<file path="src/rtl/m_axis_cq_req_parse.sv">
// rtl/m_axis_cq_req_parse.sv - CQ request TLP parser: header to descriptor, payload realigned to DW0
// Build option: CQ_PARSE_EP_DROP_EN discards poisoned (EP=1) requests entirely.
`timescale 1ns/1ps
module m_axis_cq_req_parse #(
    parameter int DATA_WIDTH = 256
) (
    input  logic                     user_clk,
    input  logic                     user_reset,
    input  logic [DATA_WIDTH-1:0]    s_axis_tdata,
    input  logic [DATA_WIDTH/8-1:0]  s_axis_tkeep,
    input  logic                     s_axis_tlast,
    input  logic [84:0]              s_axis_tuser,
    input  logic                     s_axis_tvalid,
    output logic                     s_axis_tready,
    output logic                     req_valid,
    input  logic                     req_ready,
    output logic                     req_we,
    output logic [63:0]              req_addr,
    output logic [10:0]              req_len,
    output logic [15:0]              req_reqid,
    output logic [7:0]               req_tag,
    output logic [3:0]               req_first_be,
    output logic [3:0]               req_last_be,
    output logic [7:0]               req_bar_hit,
    output logic [2:0]               req_tc,
    output logic [1:0]               req_attr,
    output logic                     req_ep,
    output logic [DATA_WIDTH-1:0]    d_tdata,
    output logic [DATA_WIDTH/32-1:0] d_tkeep,
    output logic                     d_tlast,
    output logic                     d_tvalid,
    input  logic                     d_tready
);

    typedef enum logic [1:0] {IDLE, DATA, FLUSH, DROP} state_t;
    state_t state, state_nxt;

    logic [31:0]  dw0, dw1, dw2, dw3;
    logic [10:0]  sop_len;
    logic         sop_drop;
    logic         desc_free, sop_fire, d_fire;
    logic [255:0] carry;
    logic         hdr4;
    logic [10:0]  rem, rem_dec;
    logic         rem_last;
    logic         unused_bits;

    assign dw0 = s_axis_tdata[31:0];
    assign dw1 = s_axis_tdata[63:32];
    assign dw2 = s_axis_tdata[95:64];
    assign dw3 = s_axis_tdata[127:96];

    assign sop_len = (dw0[9:0] == 10'd0) ? 11'd1024 : {1'b0, dw0[9:0]};
`ifdef CQ_PARSE_EP_DROP_EN
    assign sop_drop = dw0[14];
`else
    assign sop_drop = 1'b0;
`endif

    assign desc_free = !req_valid || req_ready;
    assign sop_fire  = (state == IDLE) && s_axis_tvalid && s_axis_tready;
    assign d_fire    = d_tvalid && d_tready;
    assign rem_dec   = (rem >= 11'd8) ? (rem - 11'd8) : 11'd0;
    assign rem_last  = (rem <= 11'd8);

    assign unused_bits = ^{s_axis_tkeep, s_axis_tuser[84:10], s_axis_tuser[1:0], dw0, dw3[1:0]};

    always_ff @(posedge user_clk) begin
        if (user_reset) begin
            state <= IDLE;
        end else begin
            state <= state_nxt;
        end
    end

    always_comb begin
        state_nxt = state;
        case (state)
            IDLE: begin
                if (sop_fire) begin
                    if (sop_drop || !dw0[30]) begin
                        state_nxt = s_axis_tlast ? IDLE : DROP;
                    end else begin
                        state_nxt = s_axis_tlast ? FLUSH : DATA;
                    end
                end
            end
            DATA: begin
                if (s_axis_tvalid && d_tready) begin
                    if (rem_last) begin
                        // Payload complete; any further input beats belong to an over-length TLP
                        state_nxt = s_axis_tlast ? IDLE : DROP;
                    end else if (s_axis_tlast) begin
                        state_nxt = FLUSH;
                    end
                end
            end
            FLUSH: begin
                if (d_tready) begin
                    state_nxt = IDLE;
                end
            end
            DROP: begin
                if (s_axis_tvalid && s_axis_tlast) begin
                    state_nxt = IDLE;
                end
            end
            default: state_nxt = IDLE;
        endcase
    end

    always_comb begin
        s_axis_tready = 1'b0;
        d_tvalid      = 1'b0;
        d_tlast       = 1'b0;
        d_tkeep       = (rem >= 11'd8) ? 8'hFF : ((8'd1 << rem[2:0]) - 8'd1);
        d_tdata       = hdr4 ? {s_axis_tdata[127:0], carry[255:128]}
                             : {s_axis_tdata[95:0],  carry[255:96]};
        case (state)
            IDLE:  s_axis_tready = desc_free;
            DATA: begin
                s_axis_tready = d_tready;
                d_tvalid      = s_axis_tvalid;
                d_tlast       = rem_last;
            end
            FLUSH: begin
                d_tvalid = 1'b1;
                d_tlast  = 1'b1;
                d_tdata  = hdr4 ? {128'd0, carry[255:128]} : {96'd0, carry[255:96]};
            end
            DROP:  s_axis_tready = 1'b1;
            default: ;
        endcase
        if (user_reset) begin
            s_axis_tready = 1'b0;
            d_tvalid      = 1'b0;
        end
    end

    always_ff @(posedge user_clk) begin
        if (user_reset) begin
            req_valid <= 1'b0;
            rem       <= 11'd0;
        end else begin
            if (sop_fire && !sop_drop) begin
                req_valid <= 1'b1;
            end else if (req_ready) begin
                req_valid <= 1'b0;
            end
            if (sop_fire) begin
                rem <= sop_len;
            end else if (d_fire) begin
                rem <= rem_dec;
            end
        end
    end

    // Carry and descriptor hold only data qualified by state/valid, so they need no reset
    always_ff @(posedge user_clk) begin
        if (sop_fire) begin
            carry <= s_axis_tdata;
            hdr4  <= dw0[29];
        end else if (state == DATA && d_fire) begin
            carry <= s_axis_tdata;
        end
        if (sop_fire && !sop_drop) begin
            req_we       <= dw0[30];
            req_addr     <= dw0[29] ? {dw2, dw3[31:2], 2'b00} : {32'd0, dw2[31:2], 2'b00};
            req_len      <= sop_len;
            req_reqid    <= dw1[31:16];
            req_tag      <= dw1[15:8];
            req_first_be <= dw1[3:0];
            req_last_be  <= dw1[7:4];
            req_bar_hit  <= s_axis_tuser[9:2];
            req_tc       <= dw0[22:20];
            req_attr     <= dw0[13:12];
            req_ep       <= dw0[14];
        end
    end

endmodule
</file>
<file path="config.mk">
export PLATFORM = sky130hd
export DESIGN_NAME = m_axis_cq_req_parse
export DESIGN_NICKNAME = d
export VERILOG_FILES = /design/src/rtl/m_axis_cq_req_parse.sv
export SDC_FILE = /design/constraint.sdc
export NUM_CORES = 1
export LEC_CHECK = 0
export ABC_AREA = 1
export BUFFER_PORTS_ARGS = -buffer_cell sky130_fd_sc_hd__buf_2
export CORE_AREA = 2 2 299 301
export DETAILED_ROUTE_END_ITERATION = 10
export DIE_AREA = 0 0 301 303
export HOLD_SLACK_MARGIN = 0.1
export PLACE_DENSITY_LB_ADDON = 0.15
export SYNTH_ARGS = -nofsm -noshare
export SYNTH_HDL_FRONTEND = slang
export SYNTH_SLANG_ARGS = --single-unit
</file>
<file path="constraint.sdc">
create_clock -name user_clk -period 17.3 [get_ports user_clk]
set_input_delay 0 -clock user_clk [delete_from_list [all_inputs] [get_ports user_clk]]
set_output_delay 0 -clock user_clk [all_outputs]
set_load 0.02 [all_outputs]
</file>
==> run_results.csv, run 1 <==
group,metric,value,unit
run_status,status,"complete, no violations",
die,initial_core_util,15.39,%
timing,tns,0,ps
synth,ys_top_cells_by_count,"nand2_1, edfxtp_1, o21ai_0",
timing,grt_setup_unrepaired,"false",
timing,relSlewSlack,35.28,%
critical_path,critical-path-max-stage-delay,780,ps
placement,numPortBuffers,657,
synth,ys.flop_type,"edfxtp_1",
critical_path,cp_top_family,"buffers and inverters",
critical_path,cp_cell_sequence,"inv_1 > ha_1 > clkinv_2 > nand2_2 > nand2_2 > nor2_4 > nand2_4 > o21ai_4 > buf_4 > buf_4",
cells_and_area,fillCellCount,9698,
synth,synth.area.top_cells,"edfxtp_1, nand2_1, o21ai_0",
synth,synthesis.instances,1416,
timing,fin_crit_sh,23.58,%
routing,wl_per_cell,19.92,µm
cells_and_area,layout.nets,2714,
die,design.die.area,0.09120,mm²
min_path,hold_class,"input port to flip-flop",
routing,via_per_inst,3.845,
power,power.leakage,0.01002,µW
synth,syn_area_per_cell,9.563,µm²
timing,fin_crit,4079,ps
clock_network,cts_root_buf,"clkbuf_16",
cells_and_area,seqCellArea,0.008718,mm²
global_routing,grt.overflow.total,0,
timing,setup_viol,0,
synth,yosysMostFrequentCell,"nand2_1",
critical_path,r2r_start,"state[0]",
timing,finalClockSkew,14.12,ps
die,rows,109,
cells_and_area,drive_gt1_share,32.27,%
die,ioPinCount,769,
cells_and_area,multi_input_area,0.003929,mm²
timing,hold_viol_final,0,
timing,setup_ws,13220,ps
global_routing,grt_pass1_vias,13530,
critical_path,worst-setup-path-type,"flip-flop to flip-flop",
cells_and_area,area_delta_synth_final,63.62,%
timing,worstMarginPinSlew,970.8,ps
run,max_cap_violations,0,
synth,synth_edf_count,281,
synth,synth.top_cell.area_share,62.31,%
power,power_density,132.0,mW/mm²
die,die_h,303,µm
routing,routed_wirelength,70.20,mm
routing,drcViolationCount,0,
clock_network,htree_levels,2,
placement,place_ws,13110,ps
clock_network,clock-sinks,295,
clock_network,cts_tree,"built",
clock_network,cts.path.max_buffers,3,
global_routing,grt_pass1_wl,95.37,mm
clock_network,cts_buffers,41,
global_routing,grt_use_total,14.55,%
timing,fmaxAchievable,0.2452,GHz
clock_network,post_cts_resized,0,
die,die_x,301,µm
critical_path,worstSetupEndpointType,"flip-flop",
clock_network,clk_pin_slew,60,ps
critical_path,cp.arrival,4260,ps
synth,ys_types,32,
critical_path,critical_path.max_fanout,65,
critical_path,path_buf_inv,4,
power,ir_drop,0.07652,mV
timing,slew_viol_final,0,
synth,syn_area,0.01354,mm²
synth,ys_ff_latch,295,
placement,place_congestion,0.8739,
routing,vias,13550,
critical_path,cp_slowest_cell,"buf_4",
routing,dr.pass1.iters,5,
routing,ant_nets,0,
routing,drt-initial-drc-count,936,
synth,netlist.top_cell.by_area,"edfxtp_1",
placement,hpwl,51.94,mm
global_routing,grt_start_max_net_pins,139,
critical_path,cp_data_required_time,17480,ps
clock_network,worstSkewPairLatency,560,ps
synth,ys_seq_area_share,64.38,%
synth,async_flop_share,0,%
critical_path,startpoint_type,"flip-flop",
synth,yosysWarnings,0,
min_path,worst_hold_startpoint,"s_axis_tdata[242]",
critical_path,crit_start,"state[0]",
global_routing,antenna_found_initial,9,
die,core,0.08797,mm²
-- kinds of logic after synthesis --
| kind of cell | count (synthesis) | share of synthesized area, % |
|---|---|---|
| XOR/XNOR | 5 | 0.3234 |
| other | 1 | 0.02769 |
| AO/OA/AOI/OAI | 240 | 9.249 |
| adder cells (fa/ha/maj) | 7 | 0.6467 |
| AND/OR/NAND/NOR | 643 | 18.64 |
| flip-flops | 295 | 64.38 |
| buffers and inverters | 225 | 6.736 |
-- metrics by stage --
| step | util (%) | hold slack [ps] | power (µW) | instances | cell area, µm² |
|---|---|---|---|---|---|
| final | 25.19 | 154.5 | 2925 | 3524 | 22160 |
| after CTS | 25.19 | 100.3 | 2991 | 3523 | 22160 |
| after floorplan | - | 69.07 | 1646 | 1417 | 13550 |
| after global routing | 25.19 | 120.2 | 3088 | 3524 | 22160 |
| after global placement | 20.48 | 175.9 | 2090 | 3162 | 18020 |
| after detailed placement | 20.48 | 178.1 | 2088 | 3162 | 18020 |
-- metal layers --
layer	wire length (µm)	global-route usage, %
met5	30	0
met4	1948	4.762
met3	3780	2.750
met2	33520	24.17
met1	30920	19.00
-- registers in the layout (all words and copies together) (netlist names) --
signal        flops
req_bar_hit       8
req_ep            1
req_we            1
req_len          11
rem              11
req_last_be       4
hdr4              1
req_reqid        16
req_valid         1
req_tag           8
req_addr         62
req_tc            3
state             2
req_attr          2
req_first_be      4
carry           160
-- repair_timing --
item / CTS / global route
setup buffers: 0 / 0
endpoints found under the hold margin: 299 / 0
hold buffers: 288 / 0
setup endpoints to repair: 0 / 0
-- worst paths after layout --
check          endpoint  slack, ps  depth (start not counted)
max          carry[255]      13220                         10
min          carry[242]        150                          2
max reg2reg  carry[255]      13220                         10
min reg2reg      rem[1]        480                          2
-- power breakdown --
part / internal [µW] / switching (µW) / total, µW
clock: 480 / 337 / 817
sequential: 933 / 43.9 / 977
combinational: 326 / 805 / 1130
total: 1740 / 1190 / 2930
-- area by class of cell --
class | instances | area share (%)
antenna | 1 | 0.01129
inverter | 134 | 2.332
clock buffer | 57 | 5.043
timing repair buffer | 959 | 28.34
clock inverter | 16 | 0.6212
multi-input combinational | 897 | 17.73
tap | 1165 | 6.579
sequential | 295 | 39.35
-- cells in the final DEF, fill, tap and decap left out, types with 2 or more instances in the layout --
cell type	instances
nand3_2	2
buf_2	656
conb_1	2
o21ai_0	167
buf_4	15
nand2_1	477
nand4_1	3
inv_1	123
bufinv_16	2
nand2_4	3
inv_2	8
xor2_1	5
edfxtp_1	281
clkinv_2	11
nor2_2	2
nand3_1	12
a21oi_2	6
clkbuf_1	14
nor2_1	135
clkinv_1	3
ha_1	7
clkbuf_16	42
a21oi_1	45
nor2_4	2
nand2_2	5
o22ai_1	17
dfxtp_1	14
dlygate4sd3_1	288
Power figures use the tool's default switching activity.
==> run 2, diff against run 1 <==
- clock period: 17.3 -> 4.2 ns (I/O delays scaled with it)
==> run 2 against run 1 <==
  * First-iteration DRC count down 8.8%
  * Clock skew grew 4.5 ps
  * Design area up 0.20%
  * Global-route usage hardly changed
  * Die area stayed put
  * Critical endpoint is now d_tdata[149]
  * Clock-buffer cell count decreased by 10
==> run_results.csv, run 2 (same netlist as run 1, synthesis figures left out) <==
group,metric,value,unit
global_routing,grt_pass1_vias,13650,
cells_and_area,seqCellArea,0.008721,mm²
timing,grt_setup_unrepaired,"false",
power,power_density,549.9,mW/mm²
critical_path,rrSetupSlack,1520,ps
min_path,hold_class,"input port to flip-flop",
cells_and_area,fillCellCount,9651,
timing,relSlewSlack,36.11,%
die,die_h,303,µm
power,ir_drop,0.2899,mV
critical_path,cp_slowest_cell,"edfxtp_1",
routing,via_per_inst,3.830,
critical_path,worst-setup-path-type,"flip-flop to output port",
power,power.leakage,0.01002,µW
die,core,0.08797,mm²
routing,routed_wirelength,69.36,mm
cells_and_area,finish.utilization,25.24,%
critical_path,cp_cell_sequence,"inv_8 > buf_4 > nand2_1 > o21ai_0 > buf_2",
cells_and_area,final_cell_mix,"buf_2, nand2_1, edfxtp_1, dlygate4sd3_1, o21ai_0",
clock_network,cts_root_buf,"clkbuf_16",
timing,setup_viol,0,
clock_network,clock-sinks,295,
placement,place_congestion,0.8898,
routing,drcViolationCount,0,
routing,dr.pass1.iters,7,
timing,fin_crit,2728,ps
min_path,holdPathEnd,"carry[235]",
placement,hpwl,51.78,mm
cells_and_area,multi_input_area,0.003944,mm²
run,max_cap_violations,0,
critical_path,r2r_start,"state[0]",
critical_path,rr_endpoint,"rem[1]",
critical_path,critical_path.max_fanout,96,
critical_path,r2r_cells,9,
cells_and_area,area_delta_synth_final,63.95,%
critical_path,cp_data_required_time,4200,ps
die,ioPinCount,769,
min_path,hold_depth,2,
cells_and_area,largest_register_ffs,160,
clock_network,clk_pin_slew,60,ps
routing,drt-initial-drc-count,854,
routing,wl_per_cell,19.75,µm
run_status,status,"complete, no violations",
die,die_x,301,µm
global_routing,grt.overflow.total,0,
min_path,worst_hold_startpoint,"s_axis_tdata[235]",
cells_and_area,reg_top3,"carry: 160 flops, req_addr: 62 flops, req_reqid: 16 flops",
clock_network,cts_tree,"built",
timing,hold_viol_final,0,
routing,vias,13450,
clock_network,cts.path.max_buffers,3,
timing,fmaxAchievable,0.3666,GHz
cells_and_area,layout.nets,2702,
global_routing,antenna_found_initial,6,
global_routing,grt_pass1_wl,95.54,mm
timing,worstMarginPinSlew,957.0,ps
timing,setup_ws,1472,ps
clock_network,htree_levels,2,
die,design.die.area,0.09120,mm²
cells_and_area,layout_commonest_cell,"buf_2",
die,rows,109,
critical_path,critical-path-max-stage-delay,530,ps
clock_network,worstSkewPairLatency,560,ps
die,initial_core_util,15.39,%
cells_and_area,drive_gt1_share,33.08,%
clock_network,post_cts_resized,0,
timing,slew_viol_final,0,
routing,ant_nets,0,
critical_path,cp.arrival,2730,ps
critical_path,worstSetupEndpointType,"output port",
global_routing,grt_start_max_net_pins,114,
clock_network,cts_buffers,41,
critical_path,startpoint_type,"flip-flop",
timing,finalClockSkew,18.62,ps
timing,fin_crit_sh,64.94,%
placement,place_ws,1628,ps
placement,numPortBuffers,657,
global_routing,grt_use_total,14.50,%
cells_and_area,top_register,"carry",
## run 2: cell types whose count changed in the layout (fill, tap and decap cells not counted), moves of 3 or more
cell,before,now
clkinvlp_4,0,4
inv_1,123,120
inv_2,8,11
clkinv_1,3,8
buf_12,0,8
clkbuf_1,14,5
dlygate4sd3_1,288,272
buf_4,15,11
## run 2: cell type report
class,count,share of cell area [%]
flip-flops and latches,295,39.28
repair buffers,947,28.14
multi-input cells,897,17.76
well taps,1165,6.566
clock buffers,47,4.819
inverters,134,2.328
clock inverters,26,1.088
diodes,1,0.01127
## run 2: critical path: cells and delay by family, from the launching register on
family | cells | cell delay (ps)
compound gates | 1 | 250
buf+inv | 3 | 1210
flops | 1 | 530
simple gates | 1 | 100
## run 2: worst max path at each step
stage | start | endpoint | slack (ps) | depth (start not counted)
after global placement | state[0] | req_reqid[8] | 1630 | 7
after floorplan | state[1] | carry[100] | -10 | 9
final | hdr4 | d_tdata[149] | 1470 | 5
after global routing | state[0] | rem[1] | 1310 | 9
after detailed placement | state[0] | req_addr[20] | 1630 | 7
after CTS | state[0] | d_tdata[128] | 1370 | 7
## run 2: metrics by stage
step | TNS, ps | power, µW | hold WS [ps] | cell area [µm²] | instances
2_1_floorplan | -1938 | 6679 | 69.07 | 13570 | 1417
3_3_place_gp | 0 | 8690 | 176.9 | 18160 | 3166
3_5_place_dp | 0 | 8676 | 178.5 | 18160 | 3166
4_1_cts | 0 | 12480 | 100.1 | 22200 | 3511
5_1_grt | 0 | 12900 | 119.5 | 22200 | 3512
6_report | 0 | 12210 | 150.5 | 22200 | 3512
## run 2: where the power goes
group	internal, µW	switching (µW)	leakage, µW
registers	3840	190	0.00269
logic	1390	3320	0.00669
clock network	2070	1410	0.000635
## run 2: per-layer routing
metal	vias up	track usage (%)	wire, µm
li1	6449	-	-
met1	6414	18.65	29900
met2	481	23.99	32770
met3	106	3.459	4692
met4	2	4.549	1981
met5	-	0	12
## run 2: what timing repair did
action | CTS | global route
setup buffers | 0 | 0
hold endpoints to repair | 294 | 0
hold buffers | 272 | 0
